<file path="src/rtl/fetch_queue_if.sv">
// Fetch-queue bus: instruction-memory port, decode handshake and redirect.
// master = fetch_queue, slave = memory/decode/branch side.
interface fetch_queue_if #(
  parameter int ADDR_W  = 32,
  parameter int INSTR_W = 32,
  parameter int DEPTH   = 4
);
  localparam int CNT_W = $clog2(DEPTH) + 1;

  logic [ADDR_W-1:0]  in_mem_addr;
  logic               in_mem_en;
  logic [INSTR_W-1:0] in_mem;
  logic               instr_valid;
  logic               instr_ready;
  logic [INSTR_W-1:0] instruction;
  logic [ADDR_W-1:0]  instr_pc;
  logic               redirect;
  logic [ADDR_W-1:0]  redirect_pc;
  logic [CNT_W-1:0]   occupancy;

  modport master (
    output in_mem_addr, in_mem_en, instr_valid, instruction, instr_pc, occupancy,
    input  in_mem, instr_ready, redirect, redirect_pc
  );

  modport slave (
    input  in_mem_addr, in_mem_en, instr_valid, instruction, instr_pc, occupancy,
    output in_mem, instr_ready, redirect, redirect_pc
  );
endinterface

</file>
<file path="src/rtl/fetch_queue.sv">
// Instruction-fetch front end: one request in flight, DEPTH-entry {pc, instr} queue.
// Optional same-cycle bypass of a returning word to decode: `define FETCH_QUEUE_BYPASS_EN.
module fetch_queue #(
  parameter int                ADDR_W   = 32,
  parameter int                INSTR_W  = 32,
  parameter int                DEPTH    = 4,
  parameter logic [ADDR_W-1:0] RESET_PC = '0,
  parameter int unsigned       PC_STEP  = 4
) (
  input logic           clk,
  input logic           reset,
  fetch_queue_if.master bus
);
  localparam int PTR_W = $clog2(DEPTH);
  localparam int CNT_W = PTR_W + 1;

  logic [ADDR_W-1:0]  pc_q, pc_d;
  logic [ADDR_W-1:0]  inflight_pc_q, inflight_pc_d;
  logic               inflight_q, inflight_d;
  logic               drop_q, drop_d;
  logic [PTR_W-1:0]   rd_ptr_q, rd_ptr_d;
  logic [PTR_W-1:0]   wr_ptr_q, wr_ptr_d;
  logic [CNT_W-1:0]   count_q, count_d;

  logic [ADDR_W-1:0]  pc_mem    [DEPTH];
  logic [INSTR_W-1:0] instr_mem [DEPTH];

  logic               fifo_empty;
  logic               returning;
  logic               bypass;
  logic               valid;
  logic               pop;
  logic               pop_fifo;
  logic               push;
  logic               issue;
  logic [CNT_W:0]     pending;

  // NOTE: every always_comb output gets a default first, so no path can infer a latch.
  always_comb begin
    fifo_empty = (count_q == '0);
    returning  = inflight_q & ~drop_q;
`ifdef FETCH_QUEUE_BYPASS_EN
    bypass     = returning & fifo_empty & ~bus.redirect;
`else
    bypass     = 1'b0;
`endif
    valid      = ~fifo_empty | bypass;
    pop        = valid & bus.instr_ready;
    pop_fifo   = pop & ~fifo_empty & ~bus.redirect;
    // A bypassed word that decode accepts never enters the queue.
    push       = returning & ~bus.redirect & ~(bypass & bus.instr_ready);
    pending    = {1'b0, count_q} + (CNT_W+1)'(inflight_q) - (CNT_W+1)'(pop);
    issue      = ~bus.redirect & (pending < (CNT_W+1)'(DEPTH));
  end

  always_comb begin
    bus.in_mem_en   = issue & ~reset;
    bus.in_mem_addr = pc_q;
    bus.instr_valid = valid;
    bus.occupancy   = count_q;
    bus.instruction = '0;
    bus.instr_pc    = '0;
    if (!fifo_empty) begin
      bus.instruction = instr_mem[rd_ptr_q];
      bus.instr_pc    = pc_mem[rd_ptr_q];
    end else if (bypass) begin
      bus.instruction = bus.in_mem;
      bus.instr_pc    = inflight_pc_q;
    end
  end

  always_comb begin
    pc_d          = pc_q;
    inflight_pc_d = inflight_pc_q;
    inflight_d    = issue;
    drop_d        = bus.redirect & issue;
    rd_ptr_d      = rd_ptr_q;
    wr_ptr_d      = wr_ptr_q;
    count_d       = count_q;
    if (issue) begin
      inflight_pc_d = pc_q;
      pc_d          = pc_q + ADDR_W'(PC_STEP);
    end
    if (bus.redirect) begin
      pc_d     = bus.redirect_pc;
      rd_ptr_d = '0;
      wr_ptr_d = '0;
      count_d  = '0;
    end else begin
      wr_ptr_d = wr_ptr_q + PTR_W'(push);
      rd_ptr_d = rd_ptr_q + PTR_W'(pop_fifo);
      count_d  = count_q + CNT_W'(push) - CNT_W'(pop_fifo);
    end
  end

  // NOTE: sequential state is written with non-blocking assignments only.
  always_ff @(posedge clk or posedge reset) begin
    if (reset) begin
      pc_q          <= RESET_PC;
      inflight_pc_q <= '0;
      inflight_q    <= 1'b0;
      drop_q        <= 1'b0;
      rd_ptr_q      <= '0;
      wr_ptr_q      <= '0;
      count_q       <= '0;
    end else begin
      pc_q          <= pc_d;
      inflight_pc_q <= inflight_pc_d;
      inflight_q    <= inflight_d;
      drop_q        <= drop_d;
      rd_ptr_q      <= rd_ptr_d;
      wr_ptr_q      <= wr_ptr_d;
      count_q       <= count_d;
    end
  end

  // NOTE: queue storage is not reset; count_q gates every read, so stale data is never visible.
  always_ff @(posedge clk) begin
    if (push) begin
      pc_mem[wr_ptr_q]    <= inflight_pc_q;
      instr_mem[wr_ptr_q] <= bus.in_mem;
    end
  end
endmodule

</file>
<file path="src/flat_wrapper.sv">
// flat-port wrapper written by rule: the top's interface ports become plain ports
module fetch_queue_flat 
#(
  parameter int                ADDR_W   = 32,
  parameter int                INSTR_W  = 32,
  parameter int                DEPTH    = 4,
  parameter logic [ADDR_W-1:0] RESET_PC = '0,
  parameter int unsigned       PC_STEP  = 4
)
  (clk, reset, bus_in_mem_addr, bus_in_mem_en, bus_instr_valid, bus_instruction, bus_instr_pc, bus_occupancy, bus_in_mem, bus_instr_ready, bus_redirect, bus_redirect_pc);
  fetch_queue_if #(.ADDR_W(ADDR_W), .INSTR_W(INSTR_W), .DEPTH(DEPTH)) bus_i ();
  input logic clk;
  input logic reset;
  output wire logic [$bits(bus_i.in_mem_addr)-1:0] bus_in_mem_addr;
  output wire logic [$bits(bus_i.in_mem_en)-1:0] bus_in_mem_en;
  output wire logic [$bits(bus_i.instr_valid)-1:0] bus_instr_valid;
  output wire logic [$bits(bus_i.instruction)-1:0] bus_instruction;
  output wire logic [$bits(bus_i.instr_pc)-1:0] bus_instr_pc;
  output wire logic [$bits(bus_i.occupancy)-1:0] bus_occupancy;
  input wire logic [$bits(bus_i.in_mem)-1:0] bus_in_mem;
  input wire logic [$bits(bus_i.instr_ready)-1:0] bus_instr_ready;
  input wire logic [$bits(bus_i.redirect)-1:0] bus_redirect;
  input wire logic [$bits(bus_i.redirect_pc)-1:0] bus_redirect_pc;
  assign bus_in_mem_addr = bus_i.in_mem_addr;
  assign bus_in_mem_en = bus_i.in_mem_en;
  assign bus_instr_valid = bus_i.instr_valid;
  assign bus_instruction = bus_i.instruction;
  assign bus_instr_pc = bus_i.instr_pc;
  assign bus_occupancy = bus_i.occupancy;
  assign bus_i.in_mem = bus_in_mem;
  assign bus_i.instr_ready = bus_instr_ready;
  assign bus_i.redirect = bus_redirect;
  assign bus_i.redirect_pc = bus_redirect_pc;
  fetch_queue #(.ADDR_W(ADDR_W), .INSTR_W(INSTR_W), .DEPTH(DEPTH), .RESET_PC(RESET_PC), .PC_STEP(PC_STEP)) u_core (.clk(clk), .reset(reset), .bus(bus_i));
endmodule
</file>
<file path="config.mk">
export PLATFORM = sky130hd
export DESIGN_NAME = fetch_queue_flat
export DESIGN_NICKNAME = d
export VERILOG_FILES = /design/src/rtl/fetch_queue_if.sv /design/src/rtl/fetch_queue.sv /design/src/flat_wrapper.sv
export SDC_FILE = /design/constraint.sdc
export NUM_CORES = 1
export LEC_CHECK = 0
export CAP_MARGIN = 20
export CORE_ASPECT_RATIO = 0.9
export CORE_UTILIZATION = 55
export CTS_BUF_LIST = sky130_fd_sc_hd__clkbuf_4 sky130_fd_sc_hd__clkbuf_8
export DETAILED_ROUTE_END_ITERATION = 10
export PLACE_DENSITY = 0.79
export SETUP_SLACK_MARGIN = 0.02
export SLEW_MARGIN = 5
export SYNTH_ARGS = -nofsm -noshare
export SYNTH_HDL_FRONTEND = slang
export SYNTH_SLANG_ARGS = --single-unit
</file>
<file path="constraint.sdc">
create_clock -name clk -period 13.6 [get_ports clk]
set_input_delay 2.72 -clock clk [delete_from_list [all_inputs] [get_ports clk]]
set_output_delay 2.72 -clock clk [all_outputs]
set_load 0.05 [all_outputs]
</file>
* After elaboration in Yosys (flattened, before gate mapping)
Memories as Yosys holds them, arrays and structs flattened.
Cells that the tools add are included.
** Storage, ports and cells
- Flip-flop bits (word level) :: 73
- Bits in writable memories :: 256
- Input bits :: 68
- Logic and storage cells :: 40
- Memories :: 2
** Cells by class
- Add/subtract/negate cells :: 7
- Magnitude comparators :: 1
- Muxes and demuxes :: 9
- Bitwise gates (word level) :: 12
- Reductions and logical operators :: 2
** Memory list
- u_core.instr_mem :: words 4, bits a word 32, rd ports 1, clocked after memory_dff 0, write ports 1, RTL line fetch_queue.sv:26 : logic [INSTR_W-1:0] instr_mem [DEPTH];
- u_core.pc_mem :: words 4, bits a word 32, rd ports 1, clocked after memory_dff 0, write ports 1, RTL line fetch_queue.sv:25 : logic [ADDR_W-1:0] pc_mem [DEPTH];
** Operators with widths (count)
- two-way mux 32 bit :: 4
- adder 32 x 3 -> 32 bit (second input constant) :: 1
- bitwise AND 1 bit :: 8
- adder 2 x 1 -> 2 bit :: 2
- adder 3 x 1 -> 4 bit :: 1
- less-than comparator 4 x 3 -> 1 bit (second input constant) :: 1
- two-way mux 2 bit :: 2
- inverter 1 bit :: 4
- subtractor 4 x 1 -> 4 bit :: 1
- adder 3 x 1 -> 3 bit :: 1
- logical NOT 3 bit :: 1
- two-way mux 3 bit :: 1
- subtractor 3 x 1 -> 3 bit :: 1
- two-way mux 1 bit :: 2
- nonzero test 2 bit :: 1

* Depth between registers and ports, before layout
- Depth after elaboration :: 8
- Mapped depth :: 13
- Depth with buffers taken out :: 11

* Worst setup path before layout
No wires, ideal clock.
- Path type :: input to register
- Start point :: input port bus_redirect
- End point :: memory u_core.instr_mem[1][0], enable pin
- Setup time :: 0.578 ns
- Arrival :: 7.773 ns
- Data required time :: 13.022 ns
- Setup slack :: 5.249 ns
- Cell stages on the path :: 4
- Path buffers :: 1
- Path through :: clkbuf_1 nor2_1 nand2_1 nor3b_1
** On the way
- Cells in the longest elaborated chain, start to end :: 4
** Ends and longest elaborated chain
- start, declared :: RTL line flat_wrapper.sv:22 : input wire logic [$bits(bus_i.redirect)-1:0] bus_redirect;
- inverter 1 bit :: RTL line fetch_queue.sv:51 : push = returning & ~bus.redirect & ~(bypass & bus.instr_ready);
- bitwise AND 1 bit :: RTL line fetch_queue.sv:51
- two-way mux 1 bit :: RTL line fetch_queue.sv:119 : if (push) begin
- two-way mux 1 bit (not written as such) :: RTL line fetch_queue.sv:121 : instr_mem[wr_ptr_q] <= bus.in_mem;
- end, declared :: RTL line fetch_queue.sv:26
No other way between the ends.

* Worst setup path in the final report
- Start point :: input port bus_instr_ready
- End point :: output port bus_in_mem_en
** On the way
- Cells in the longest elaborated chain, start to end :: 5
** Ends and longest elaborated chain
- start, declared :: RTL line flat_wrapper.sv:21 : input wire logic [$bits(bus_i.instr_ready)-1:0] bus_instr_ready;
- bitwise AND 1 bit :: RTL line fetch_queue.sv:48 : pop = valid & bus.instr_ready;
- subtractor 4 x 1 -> 4 bit :: RTL line fetch_queue.sv:52 : pending = {1'b0, count_q} + (CNT_W+1)'(inflight_q) - (CNT_W+1)'(pop);
- less-than comparator 4 x 3 -> 1 bit :: RTL line fetch_queue.sv:53 : issue = ~bus.redirect & (pending < (CNT_W+1)'(DEPTH));
- bitwise AND 1 bit :: RTL line fetch_queue.sv:53
- bitwise AND 1 bit :: RTL line fetch_queue.sv:57 : bus.in_mem_en = issue & ~reset;
- end, declared :: RTL line flat_wrapper.sv:15 : output wire logic [$bits(bus_i.in_mem_en)-1:0] bus_in_mem_en;
No other way between the ends.

==> results.md <==
| Step | Quantity | This run |
| --- | --- | --- |
| place | Placed cells | 1,186 |
| power and ir drop | Largest voltage drop on the vdd net | 113 µV |
| critical path | Worst reg2reg setup slack | 10.23 ns |
| yosys | Post-Syn Instances | 743 |
| sta | Setup total negative slack | 0 ns |
| critical path | Critical-path cell list | clkdlybuf4s50_1, and2_1, ha_1, inv_1, ha_1, and3b_4, o21a_1, nor2_1, nor3_1, clkdlybuf4s50_1 |
| critical path | Crit path max fanout | 13 |
| yosys | Total of flip-flops plus latches after synthesis | 329 |
| grt | Maximum number of pins on one net before global-route repair | 74 |
| yosys | Yosys warning count | 0 |
| sta | Maximum frequency from static timing analysis | 118 MHz |
| sta | RSZ-0062 raised after global routing | false |
| critical path | Critical path depth in cells | 10 |
| sta | Final Hold Vio Count | 0 |
| critical path | Crit path max-delay family | buffers and inverters |
| clock tree | Max H-tree Level | 2 |
| worst hold path | WHS Path Cells | 1 |
| grt | Vias in the first global route | 7,825 |
| floorplanning | Vert. Die Dim | 150 µm |
| yosys | Netlist area before placement | 13,300 µm² |
| yosys | Count of different cell masters after synthesis | 49 |
| detailed routing | Drt first pass iters | 10 |
| yosys | Post-synth top area share | 0.578 |
| clock tree | Post-cts gate resize count | 0 |
| floorplanning | Width of the die | 166 µm |
| detailed routing | DRT iter0 DRCs | 638 |
| detailed routing | Number of remaining DRC errors | 14 |
| sta | Worst path setup slack after routing | 5.15 ns |
| sta | Normalized max-slew margin | 0.241 |
| floorplanning | Area of the placeable core | 23,500 µm² |
| power and ir drop | Power density of the placed cells | 195 nW/µm² |
| cells and area | Antenna diode count | 0 |
| critical path | CP Launch Type | input port |
| clock tree | TritonCTS clock tree | done |
| cells and area | Top library cells by usage in the layout, fill and taps aside | sky130_fd_sc_hd__edfxtp_1, sky130_fd_sc_hd__clkdlybuf4s50_1, sky130_fd_sc_hd__dfrtp_1 |
| yosys | Commonest register cell after synthesis | sky130_fd_sc_hd__edfxtp_1 |
| cells and area | Leading cell type in the layout, fill and taps excluded | sky130_fd_sc_hd__edfxtp_1 |
| yosys | Cells taking the most area after synthesis | sky130_fd_sc_hd__edfxtp_1, sky130_fd_sc_hd__dfrtp_1, sky130_fd_sc_hd__mux4_2 |
| detailed routing | Wire length reported by the detailed router | 26.9 mm |
| floorplanning | Starting utilization of the core area | 0.565 |
| power and ir drop | Leak pwr | 5.57 nW |
| sta | Worst Max-Slew Pin Slew | 1.13 ns |
| cells and area | Synth-to-Final Area Change | 23.3% |
| grt | Global-route wire length before repair | 42.6 mm |
| cells and area | Fraction of final layout cells sized beyond drive strength 1 | 0.218 |
| floorplanning | Top-Level Pins | 169 |
| sta | Period utilisation layout | 0.621 |
| place | Count of buffers inserted at the top-level ports | 168 |
| yosys | Post-synthesis sequential area ratio | 0.715 |
| yosys | Number of flops mapped to enable cells by yosys | 256 |
| yosys | Mean instance size in the synthesized netlist | 17.9 µm² |
| floorplanning | Row cnt | 53 |
| clock tree | Setup bufs post-CTS | 0 |
| clock tree | Clock transition at the register clock pins on the worst setup and hold paths after CTS | 0.06 ns |
| place | Setup WS pre-CTS | 5.19 ns |
| cells and area | Non-filler instance count after layout | 1,282 |
| grt | Total grt overflow | 0 |
| sta | Number of endpoints failing setup at the final stage | 0 |
| status | Result of the run | finished, violations left |
| sta | Worst-case clock skew | 0.0132 ns |
| clock tree | Total clock buffers created by CTS | 51 |
| place | Total half-perimeter wirelength after legalization and detailed placement | 15.9 mm |
| floorplanning | Die area | 24,800 µm² |
| clock tree | CTS Hold Buffers Added | 0 |
| critical path | Crit path arrival time | 5.73 ns |
| detailed routing | Post-detailed-route via-to-cell ratio | 5.77 |
| place | Weighted congestion at the end of routability-driven global placement | 0.879 |
| critical path | Depth of the worst register-to-register path | 12 |
| critical path | Kind of critical path | input port to output port |
| yosys | Cell type with the largest total area after synthesis | sky130_fd_sc_hd__edfxtp_1 |
| grt | GRT Resource Usage Total | 0.225 |
| critical path | Peak per-stage delay on the critical path | 0.73 ns |
| critical path | Worst Path Required | 10.88 ns |
| detailed routing | Number of antenna-violating nets in the routed design | 0 |
| sta | Minimum period implied by the final worst setup slack | 8.45 ns |
| worst hold path | Min-delay worst type | register to register |
| sta | Max Transition Viols Final | 0 |
| job | Max-cap violations | 0 |
| yosys | Mapped Nets | 820 |
| sta | Final-layout worst hold slack | 0.512 ns |
| status | Violations in the final reports | design-rule violations |
| clock tree | Clock sinks | 329 |
| detailed routing | Wire length per cell | 21.0 µm |
| critical path | Slowest stage cell, crit path | sky130_fd_sc_hd__clkdlybuf4s50_1 |
| clock tree | Clock latency at the later pin of the worst-skew pair | 0.55 ns |
| detailed routing | Count of vias placed by the detailed router | 7,392 |
| clock tree | Maximum root-to-sink buffer count | 3 |
| critical path | Worst Setup End Kind | output port |
| cells and area | Post-layout nets | 1,015 |
| grt | Number of antenna violations at the first check in global routing | 0 |
| clock tree | Root Driver | sky130_fd_sc_hd__clkbuf_8 |
| critical path | CP Buf/Inv Count | 3 |
| yosys | Asr flop ratio synth | 0.222 |
## stage by stage
| stage | util | instance area [µm²] | total power, mW |
|---|---|---|---|
| finish | 0.697 | 16400 | 3.20 |
| global route | 0.697 | 16400 | 3.33 |
| CTS | 0.696 | 16400 | 3.22 |
| detailed placement | 0.651 | 15300 | 2.39 |
| global placement | 0.651 | 15300 | 2.37 |
| floorplan | - | 13300 | 2.04 |
## synthesized netlist by cell type, types with 5 or more instances
library cell                  n
sky130_fd_sc_hd__and2_1      67
sky130_fd_sc_hd__and3_1       6
sky130_fd_sc_hd__buf_1        8
sky130_fd_sc_hd__buf_2        7
sky130_fd_sc_hd__clkbuf_1    21
sky130_fd_sc_hd__dfrtp_1     73
sky130_fd_sc_hd__edfxtp_1   256
sky130_fd_sc_hd__ha_1         8
sky130_fd_sc_hd__inv_1       10
sky130_fd_sc_hd__mux2_2      33
sky130_fd_sc_hd__mux4_2      64
sky130_fd_sc_hd__nand2_1     31
sky130_fd_sc_hd__nand3_1     22
sky130_fd_sc_hd__nand4_1      5
sky130_fd_sc_hd__nor2_1      14
sky130_fd_sc_hd__nor2b_1      9
sky130_fd_sc_hd__nor3_1       7
sky130_fd_sc_hd__o2111ai_1    8
sky130_fd_sc_hd__o211ai_1     5
sky130_fd_sc_hd__o21ai_0     14
sky130_fd_sc_hd__o21ai_1      7
sky130_fd_sc_hd__or4_1        5
sky130_fd_sc_hd__xnor2_1     12
sky130_fd_sc_hd__xor2_1      11
## registers in the layout, indices dropped and copies added, names as in the netlist
register,count
u_core.drop_q,1
u_core.rd_ptr_q,2
u_core.pc_mem,128
u_core.bus.occupancy,3
u_core.inflight_q,1
u_core.bus.in_mem_addr,32
u_core.inflight_pc_q,32
u_core.instr_mem,128
u_core.wr_ptr_q,2
## path summary, 6_finish.rpt
check                                          startpoint                        end
worst min-delay path            u_core.bus.in_mem_addr[0]    u_core.inflight_pc_q[0]
max in group asynchronous                           reset         u_core.rd_ptr_q[1]
worst max-delay path                      bus_instr_ready              bus_in_mem_en
min in group asynchronous                           reset  u_core.bus.in_mem_addr[6]
worst min register to register  u_core.bus.in_mem_addr[0]    u_core.inflight_pc_q[0]
worst max register to register    u_core.bus.occupancy[1]   u_core.inflight_pc_q[24]
## kinds of logic (layout without fill, tap and decap cells)
| kind of cell | count (synthesis) | after routing | synth area share |
|---|---|---|---|
| and+or+nand+nor | 177 | 177 | 0.0749 |
| xor gates and xnor gates | 23 | 23 | 0.0151 |
| DFF | 329 | 329 | 0.715 |
| buffers and inverters | 47 | 284 | 0.0145 |
| AOI/OAI and AO/OA | 54 | 54 | 0.0299 |
| adders and majority gates | 9 | 9 | 0.00903 |
| other | 1 | 1 | 0.000282 |
| muxes | 103 | 103 | 0.141 |
## layer usage
layer  GRT usage  part of all wire  up-vias
li1            -                 -     3307
met1       0.305              0.43     3743
met2       0.368              0.48      299
met3      0.0542             0.079       43
met4      0.0673             0.016        0
met5     0.00791                 0        -
## worst reg2reg max path, cell delays in order (launching register included)
cell and delay [ns]:
sky130_fd_sc_hd__dfrtp_1 0.42, sky130_fd_sc_hd__inv_1 0.09, sky130_fd_sc_hd__nand3_2 0.08, sky130_fd_sc_hd__and2_1 0.13, sky130_fd_sc_hd__ha_1 0.14, sky130_fd_sc_hd__inv_1 0.04
sky130_fd_sc_hd__ha_1 0.26, sky130_fd_sc_hd__and3b_4 0.21, sky130_fd_sc_hd__o21a_1 0.41, sky130_fd_sc_hd__nor2_1 0.30, sky130_fd_sc_hd__nor2_4 0.56, sky130_fd_sc_hd__buf_16 0.24
sky130_fd_sc_hd__mux2_2 0.37
## power by group
part	internal (mW)	total [mW]	switching, mW	leakage (nW)
Sequential	1.24	1.35	0.111	3.19
Clock	0.468	0.826	0.358	0.571
Combinational	0.393	1.03	0.634	1.81
## final cells by class
class	count	area, µm²
Tap cell	302	378
Inverter	10	38.8
Fill cell	1555	7130
Timing Repair Buffer	179	1780
Clock buffer	83	1010
Clock inverter	12	50.0
Sequential cell	329	9520
Multi-Input combinational cell	367	3630
(Power assumes the default switching activity.)
